$ cat src/rtl/tdc_ctrl_pkg.sv
// rtl/tdc_ctrl_pkg.sv - shared state encoding and width helpers for the TDC sequencer
package tdc_ctrl_pkg;

    typedef enum logic [2:0] {
        ST_IDLE   = 3'd0,
        ST_CLEAR  = 3'd1,
        ST_LAUNCH = 3'd2,
        ST_WAIT   = 3'd3,
        ST_CAPT   = 3'd4,
        ST_ACCUM  = 3'd5,
        ST_DONE   = 3'd6
    } state_t;

    localparam int NSAMP_MAX_LOG2 = 3;

    function automatic int code_width(input int tap_w);
        return $clog2(tap_w + 1);
    endfunction

    function automatic int acc_width(input int code_w);
        return code_w + NSAMP_MAX_LOG2;
    endfunction

endpackage

$ cat src/rtl/tdc_therm_decoder.sv
// rtl/tdc_therm_decoder.sv - thermometer popcount with monotonicity (bubble) check
module tdc_therm_decoder #(
    parameter int TAP_W  = 32,
    parameter int CODE_W = 6
) (
    input  logic [TAP_W-1:0]  taps,
    output logic [CODE_W-1:0] code,
    output logic              bubble
);

    always_comb begin
        code = '0;
        for (int i = 0; i < TAP_W; i++) begin
            code = code + CODE_W'(taps[i]);
        end
    end

    // A clean thermometer code is a run of ones from the LSB, so adding one leaves no overlap.
    assign bubble = |(taps & (taps + TAP_W'(1)));

endmodule

$ cat src/rtl/tdc_meas_sequencer.sv
// rtl/tdc_meas_sequencer.sv - clear/launch/capture sequencer with 1..8 sample averaging
module tdc_meas_sequencer
    import tdc_ctrl_pkg::*;
#(
    parameter int TAP_W  = 32,
    parameter int CODE_W = code_width(TAP_W),
    parameter int ACC_W  = acc_width(CODE_W)
) (
    input  logic             clk,
    input  logic             rst_n,
    input  logic             ena,
    input  logic             start,
    input  logic [3:0]       delay_cfg,
    input  logic [1:0]       nsamp_log2,
    output logic             tdc_clear,
    output logic             tdc_launch,
    output logic             tdc_capture,
    input  logic [TAP_W-1:0] tdc_taps,
    output logic [7:0]       res_data,
    output logic             res_valid,
    input  logic             res_ready,
    output logic             busy,
    output logic             bubble_err
);

    state_t              state, state_nxt;
    logic [3:0]          delay_q;
    logic [1:0]          nsamp_q;
    logic [3:0]          wait_cnt;
    logic [3:0]          samp_cnt;
    logic [3:0]          samp_nxt;
    logic                samp_last;
    logic [ACC_W-1:0]    acc;
    logic [ACC_W-1:0]    avg;
    logic [TAP_W-1:0]    taps_q;
    logic                bubble_q;
    logic [CODE_W-1:0]   code;
    logic                bubble;

    tdc_therm_decoder #(
        .TAP_W  (TAP_W),
        .CODE_W (CODE_W)
    ) u_decoder (
        .taps   (taps_q),
        .code   (code),
        .bubble (bubble)
    );

    assign samp_nxt   = samp_cnt + 4'd1;
    assign samp_last  = (samp_nxt == (4'd1 << nsamp_q));
    assign avg        = acc >> nsamp_q;
    assign busy       = (state != ST_IDLE);
    assign bubble_err = bubble_q;

    always_comb begin
        state_nxt   = state;
        tdc_clear   = 1'b0;
        tdc_launch  = 1'b0;
        tdc_capture = 1'b0;
        res_valid   = 1'b0;
        res_data    = 8'd0;
        case (state)
            ST_IDLE:   if (start && ena) state_nxt = ST_CLEAR;
            ST_CLEAR: begin
                tdc_clear = 1'b1;
                state_nxt = ST_LAUNCH;
            end
            ST_LAUNCH: begin
                tdc_launch = 1'b1;
                state_nxt  = ST_WAIT;
            end
            ST_WAIT:   if (wait_cnt == 4'd0) state_nxt = ST_CAPT;
            ST_CAPT: begin
                tdc_capture = 1'b1;
                state_nxt   = ST_ACCUM;
            end
            ST_ACCUM:  state_nxt = samp_last ? ST_DONE : ST_CLEAR;
            ST_DONE: begin
                res_valid = 1'b1;
                res_data  = 8'(avg);
                if (res_ready) state_nxt = ST_IDLE;
            end
            default:   state_nxt = ST_IDLE;
        endcase
        // Losing the tile enable abandons the measurement from any active state.
        if (!ena && state != ST_IDLE) state_nxt = ST_IDLE;
    end

    always_ff @(posedge clk) begin
        if (!rst_n) begin
            state    <= ST_IDLE;
            delay_q  <= '0;
            nsamp_q  <= '0;
            wait_cnt <= '0;
            samp_cnt <= '0;
            acc      <= '0;
            taps_q   <= '0;
            bubble_q <= 1'b0;
        end else begin
            state <= state_nxt;
            if (ena) begin
                case (state)
                    ST_IDLE: if (start) begin
                        delay_q  <= delay_cfg;
                        nsamp_q  <= nsamp_log2;
                        acc      <= '0;
                        samp_cnt <= '0;
                        bubble_q <= 1'b0;
                    end
                    ST_LAUNCH: wait_cnt <= delay_q;
                    ST_WAIT:   if (wait_cnt != 4'd0) wait_cnt <= wait_cnt - 4'd1;
                    ST_CAPT:   taps_q <= tdc_taps;
                    ST_ACCUM: begin
                        acc      <= acc + ACC_W'(code);
                        samp_cnt <= samp_nxt;
                        if (bubble) bubble_q <= 1'b1;
                    end
                    default: ;
                endcase
            end
        end
    end

endmodule
$ cat config.mk
export PLATFORM = sky130hd
export DESIGN_NAME = tdc_meas_sequencer
export DESIGN_NICKNAME = d
export VERILOG_FILES = /design/src/rtl/tdc_ctrl_pkg.sv /design/src/rtl/tdc_therm_decoder.sv /design/src/rtl/tdc_meas_sequencer.sv
export SDC_FILE = /design/constraint.sdc
export NUM_CORES = 1
export LEC_CHECK = 0
export CORE_ASPECT_RATIO = 1.25
export CORE_MARGIN = 1.5
export CORE_UTILIZATION = 50
export DETAILED_ROUTE_END_ITERATION = 8
export PLACE_DENSITY_LB_ADDON = 0.2
export SETUP_SLACK_MARGIN = 0.5
export SLEW_MARGIN = 0
export SYNTH_ARGS = -nofsm -noshare
export SYNTH_HDL_FRONTEND = slang
export SYNTH_SLANG_ARGS = --single-unit
$ cat constraint.sdc
create_clock -name clk -period 12.35 [get_ports clk]
set_input_delay 2.47 -clock clk [delete_from_list [all_inputs] [get_ports clk]]
set_output_delay 2.47 -clock clk [all_outputs]
set_load 0.01 [all_outputs]
Word-level counts from Yosys, hierarchy flattened
Index checks and enable logic that the tools add are counted.
{"block": "totals", "ff_bits": 59, "inputBits": 43, "wordCells": 96}
{"block": "op_classes", "n_addsub": 35, "n_eq_ne": 13, "shifts": 2, "n_mux": 19, "bitwise": 2, "n_reduce_logical": 17}
{"op": "6-bit by 1-bit adder with 6-bit output", "n": 30}
{"op": "32-bit by 1-bit adder with 32-bit output, second input constant", "n": 1}
{"op": "32-bit bitwise AND", "n": 1}
{"op": "32-bit OR reduction", "n": 1}
{"op": "3-bit case mux with 7 select lines", "n": 1}
{"op": "9-bit case mux with 2 select lines", "n": 1}
{"op": "4-bit case mux with 2 select lines", "n": 2}
{"op": "3-bit two-way mux", "n": 4}
{"op": "2-bit inequality test, second input constant", "n": 6}
{"op": "3-bit AND reduction", "n": 4}
{"op": "9-bit by 6-bit adder with 9-bit output", "n": 1}
{"op": "3-bit == test, second input constant", "n": 3}
{"op": "9-bit two-way mux", "n": 1}
{"op": "9-bit by 2-bit right shift with 8-bit output", "n": 1}
{"op": "4-bit two-way mux", "n": 2}
{"op": "8-bit two-way mux", "n": 1}
{"op": "3-bit by 2-bit == test with 1-bit output, second input constant", "n": 2}
{"op": "1-bit two-way mux", "n": 6}
{"op": "4-bit by 1-bit adder with 4-bit output, second input constant", "n": 1}
{"op": "4-bit == test", "n": 1}
{"op": "4-bit logical NOT", "n": 1}
{"op": "4-bit AND reduction", "n": 1}
{"op": "2-bit nonzero test", "n": 2}
{"op": "4-bit nonzero test", "n": 1}
{"op": "12 further kinds", "n": 13}

Longest topological paths before layout
{"block": "logic_depth", "ltp_word": 33, "ltp_mapped": 25, "depth_no_buf": 25}

By module
A second synthesis with hierarchy kept.
{"block": "hier_totals", "hier_cells": 538, "hier_area_um2": 4264.1}
{"mod": "tdc_meas_sequencer", "n_inst": 1, "cells_per_inst": 383, "area_each_um2": 2984.1}
{"mod": "tdc_therm_decoder", "n_inst": 1, "cells_per_inst": 155, "area_each_um2": 1280.0}

Worst setup path before layout
OpenSTA, ideal clock, no wires.
{"block": "synth_timing", "kind": "reg-to-reg", "startpoint": "reg taps_q[0]", "endpoint": "reg acc[5]", "setup_ns": 0.062, "arrival_time_ns": 5.954, "slack_ns": 6.334, "path_stages_with_launch": 19, "n_path_buf": 0, "synth_period_minus_slack_ns": 6.016, "path_cell_list": "dfxtp_1 inv_1 ha_1 fa_1 fa_1 fa_1 fa_1 fa_1 fa_1 fa_1 fa_1 inv_1 ha_1 a21o_1 a21oi_1 o21ai_0 a21oi_1 or4b_2 nand3_1"}
{"block": "synth_between", "elab_chain_len": 33}
{"item": "from (decl)", "line": "tdc_meas_sequencer.sv:35", "text": "logic [TAP_W-1:0] taps_q;"}
{"item": "from (signal assigned)", "line": "tdc_meas_sequencer.sv:112", "text": "ST_CAPT: taps_q <= tdc_taps;"}
{"item": "1-bit by 1-bit adder with 2-bit output", "line": "tdc_therm_decoder.sv:14", "text": "code = code + CODE_W'(taps[i]);"}
{"item": "6-bit by 1-bit adder with 6-bit output (30 in a row)", "line": "tdc_therm_decoder.sv:14"}
{"item": "9-bit by 6-bit adder with 9-bit output", "line": "tdc_meas_sequencer.sv:114", "text": "acc <= acc + ACC_W'(code);"}
{"item": "9-bit case mux with 2 select lines", "line": "tdc_meas_sequencer.sv:102", "text": "case (state)"}
{"item": "to (signal assigned)", "line": "tdc_meas_sequencer.sv:114"}
{"item": "to (decl)", "line": "tdc_meas_sequencer.sv:33", "text": "logic [ACC_W-1:0] acc;"}
Every way passes these cells.
A chain may end at the register's enable or synchronous reset.

Worst setup path in the final report
Same ends and word-level chain as after synthesis.

==> results.md <==
- Initial antenna violation count: 0
- Hold Path Stages: 2
- RSZ-0062 raised after global routing: false
- Slowest CP cell: or4b_2
- Final setup fails: 0
- Setup TNS: 0 ns
- Antenna Nets Post-Route: 0
- CTS tree: built
- Startpoint types: flop
- Root Buffer: clkbuf_8
- Asr flop ratio synth: 0%
- Number of global-route vias before repair: approximately 3,700
- Worst vdd ir: approximately 0.054 mV
- Synthesized Nets: slightly above 600
- CTS H-tree depth: 3
- Period utilisation layout: 51.3%
- DRC: 2
- Slew Viols, Final: 0
- Worst path required time: around 13 ns
- Most used cell, CP: fa_1
- Clock sink count: between 50 and 60
- Share of cells above drive strength 1: between 5 and 6%
- Pwr Density: about 80 nW/µm²
- Dominant cells by area after synthesis: dfxtp_1 (28%), fa_1 (12%), nand2_1 (9.7%)
- Worst r2r src: taps_q[0]$_SDFFE_PN0P_
- Vias per cell: approximately 5.5
- Crit path DAT: ~6.6 ns
- Static leakage: 1.89 nW
- Clock Tree Buf Depth: 2
- Nets: about 660
- Pin count of the biggest net entering global routing: 64
- Worst rel slew slack: between 30% and 40%
- Post-synth EDFFs: 0
- Synth Cell Area: approximately 4200 µm²
- # hold bufs at CTS: 0
- Dpl cells: 660
- Cells after synthesis: between 500 and 600
- # rows: 37
- Gr ovfl total: 0
- First-pass GRT wire length: 17,200 µm
- Total Wirelength: ~10,000 µm
- R2R Setup Slk: 6.02 ns
- R2R depth: 18
- Hold path startpoint: delay_q[2]$_SDFFE_PN0P_
- Clk_skew: between 0.008 and 0.009 ns
- Syn avg cell area: 7.95 µm²
- R2r endpoint: acc[5]$_SDFFE_PN0P_
- First-pass DRT Iterations: 6
- Post-synthesis sequential area ratio: between 20% and 30%
- I/O pins: between 50 and 60
- Area of the core: roughly 8000 µm²
- Initial Util: 51.5%
- Clock latency on the worst-skew pair: ~0.35 ns
- Final min period: between 6 and 7 ns
- Num CTS Buffers: 9
- Maxcap violations: 0
- Seq cells post-synth: slightly below 60
- Die H: between 100 and 150 µm
- Crit path largest cell delay: roughly 0.64 ns
- Power after layout: a little over 400 µW
- M2 GR Usage: between 40 and 50%
- Crit path max fanout: 5
- Met3 Resource Use GR: around 4.5%
- Gpl congestion: just under 0.9
- Crit-path cells: inv_1 > ha_1 > fa_1 > fa_1 > fa_1 > fa_1 > fa_1 > fa_1 > fa_1 > fa_1 > inv_1 > ha_1 > a21o_1 > a21oi_1 > o21ai_0 > a21oi_1 > or4b_2 > nand3_1
- Post-route insts no fill: ~680
- # port buffers: between 50 and 60
- GRT Overall Usage: between 20% and 30%
- Failing checks: design-rule violations
- Met1 usage: between 20% and 30%
- # resized after CTS: 0
- Status: complete, but fails checks
- CP Class: reg2reg
- Top Usage Layer GRT: met2
- Worst Hold End: delay_q[2]$_SDFFE_PN0P_
- Hold crit path type: reg2reg
- Post-placement cell area: ~4800 µm²
- CP Capture Type: flop
- Yosys Warn Count: 0
- Most used flip-flop cell after synthesis: dfxtp_1
- Post-CTS setup buffer count: 0
- DP HPWL: 7620 µm
- Synth area leader: dfxtp_1
- Iteration-0 DRC Markers: about 170
- Library cells used by synthesis: approximately 50
- Post-synth top area share: roughly 28%
- Die Footprint: roughly 9000 µm²
- Syn-to-layout area delta: 18.8%
- Via count: 3,739
- Clk slew on worst S/H paths: roughly 0.080 ns
- WL per Instance: around 15 µm
- Chip width: roughly 85 µm
- Final hold violation count: 0
- Slew @ Worst Pin: between 1 and 1.5 ns
- Post-route cell area: roughly 5000 µm²
- N_diodes: 0
- Fmax: around 0.16 GHz
## Yosys cell counts, types with 3 or more instances
cell type,number
clkbuf_1,21
nor4_1,3
o211ai_1,3
nand3_1,16
xor2_1,3
nor2_1,17
mux4_2,5
a211oi_1,3
and2_1,5
mux2i_1,6
fa_1,25
nand2_1,109
nor2b_1,18
xnor2_1,5
nand4_1,14
o21ai_0,24
nor3_1,5
ha_1,17
inv_1,63
a21oi_1,15
a21boi_0,40
and3_1,11
a22oi_1,3
nor3b_1,3
a21o_1,3
dfxtp_1,59
buf_2,3
## routing by layer
layer | routed length, µm | share of wire [%]
met1 | 4340 | 43
met3 | 415 | 4.1
met2 | 5180 | 51
met4 | 229 | 2.3
met5 | 0 | 0
## worst max path at each step
stage | start | to | cells past startpoint
global route | taps_q[0]$_SDFFE_PN0P_ | acc[5]$_SDFFE_PN0P_ | 18
detailed placement | taps_q[0]$_SDFFE_PN0P_ | acc[5]$_SDFFE_PN0P_ | 18
floorplan | taps_q[0]$_SDFFE_PN0P_ | acc[5]$_SDFFE_PN0P_ | 18
global placement | taps_q[0]$_SDFFE_PN0P_ | acc[5]$_SDFFE_PN0P_ | 18
finish | taps_q[0]$_SDFFE_PN0P_ | acc[5]$_SDFFE_PN0P_ | 18
CTS | taps_q[0]$_SDFFE_PN0P_ | acc[5]$_SDFFE_PN0P_ | 18
## logic make-up (layout without fill, tap and decap cells)
| logic type | count (synthesis) | after routing | share of synthesized area [%] |
|---|---|---|---|
| AOI/OAI and AO/OA | 109 | 109 | 17.5 |
| xor gates and xnor gates | 8 | 8 | 1.66 |
| adders and majority gates | 42 | 42 | 16.9 |
| buffers and inverters | 88 | 136 | 7.91 |
| DFF | 59 | 59 | 28.0 |
| muxes | 11 | 11 | 4.09 |
| and+or+nand+nor | 214 | 214 | 24.0 |
## sequential cells by signal, indices dropped and copies added, names as in the netlist
register and count:
taps_q 32, acc 9, delay_q 4, samp_cnt 4
wait_cnt 4, state 3, nsamp_q 2, bubble_err 1
## through the flow
step | hold WS (ns) | worst slack [ns] | utilization [%]
finish | 0.470 | 6.02 | 61.2
detailed placement | 0.456 | 6.05 | 58.8
CTS | 0.471 | 5.99 | 61.2
global placement | 0.453 | 6.15 | 58.8
global route | 0.491 | 5.69 | 61.2
floorplan | 0.440 | 6.33 | -
## power breakdown
part	switching [mW]	internal (mW)
logic	0.0146	0.0211
clock network	0.0873	0.0944
registers	0.00351	0.192
total	0.105	0.307
## critical path: cells and delay by family (launching register included)
kind,cells,cell delay [ns]
fa+ha+maj,10,4.48
simple gates,2,0.72
compound gates,4,0.54
flops,1,0.41
buf+inv,2,0.12
## layout by cell type (no fill, tap or decap), drive strengths merged, types with 6 or more instances in the layout
master,instances
nand4,14
o21ai,24
nor2b,18
nor2,17
fa,25
dfxtp,59
mux2i,6
nor3,6
nand2,109
clkbuf,9
nand3,16
inv,64
a21oi,15
a21boi,40
ha,17
and3,11
clkdlybuf4s50,56
## layout make-up
| type | instances | area, µm² |
|---|---|---|
| Tap cell | 97 | 121 |
| Clock inverter | 7 | 77.6 |
| Multi-Input combinational cell | 384 | 2710 |
| Fill cell | 762 | 3180 |
| Inverter | 63 | 236 |
| Timing Repair Buffer | 57 | 568 |
| Sequential cell | 59 | 1180 |
| Clock buffer | 9 | 124 |
No activity file was read; power rests on OpenSTA's default activity.
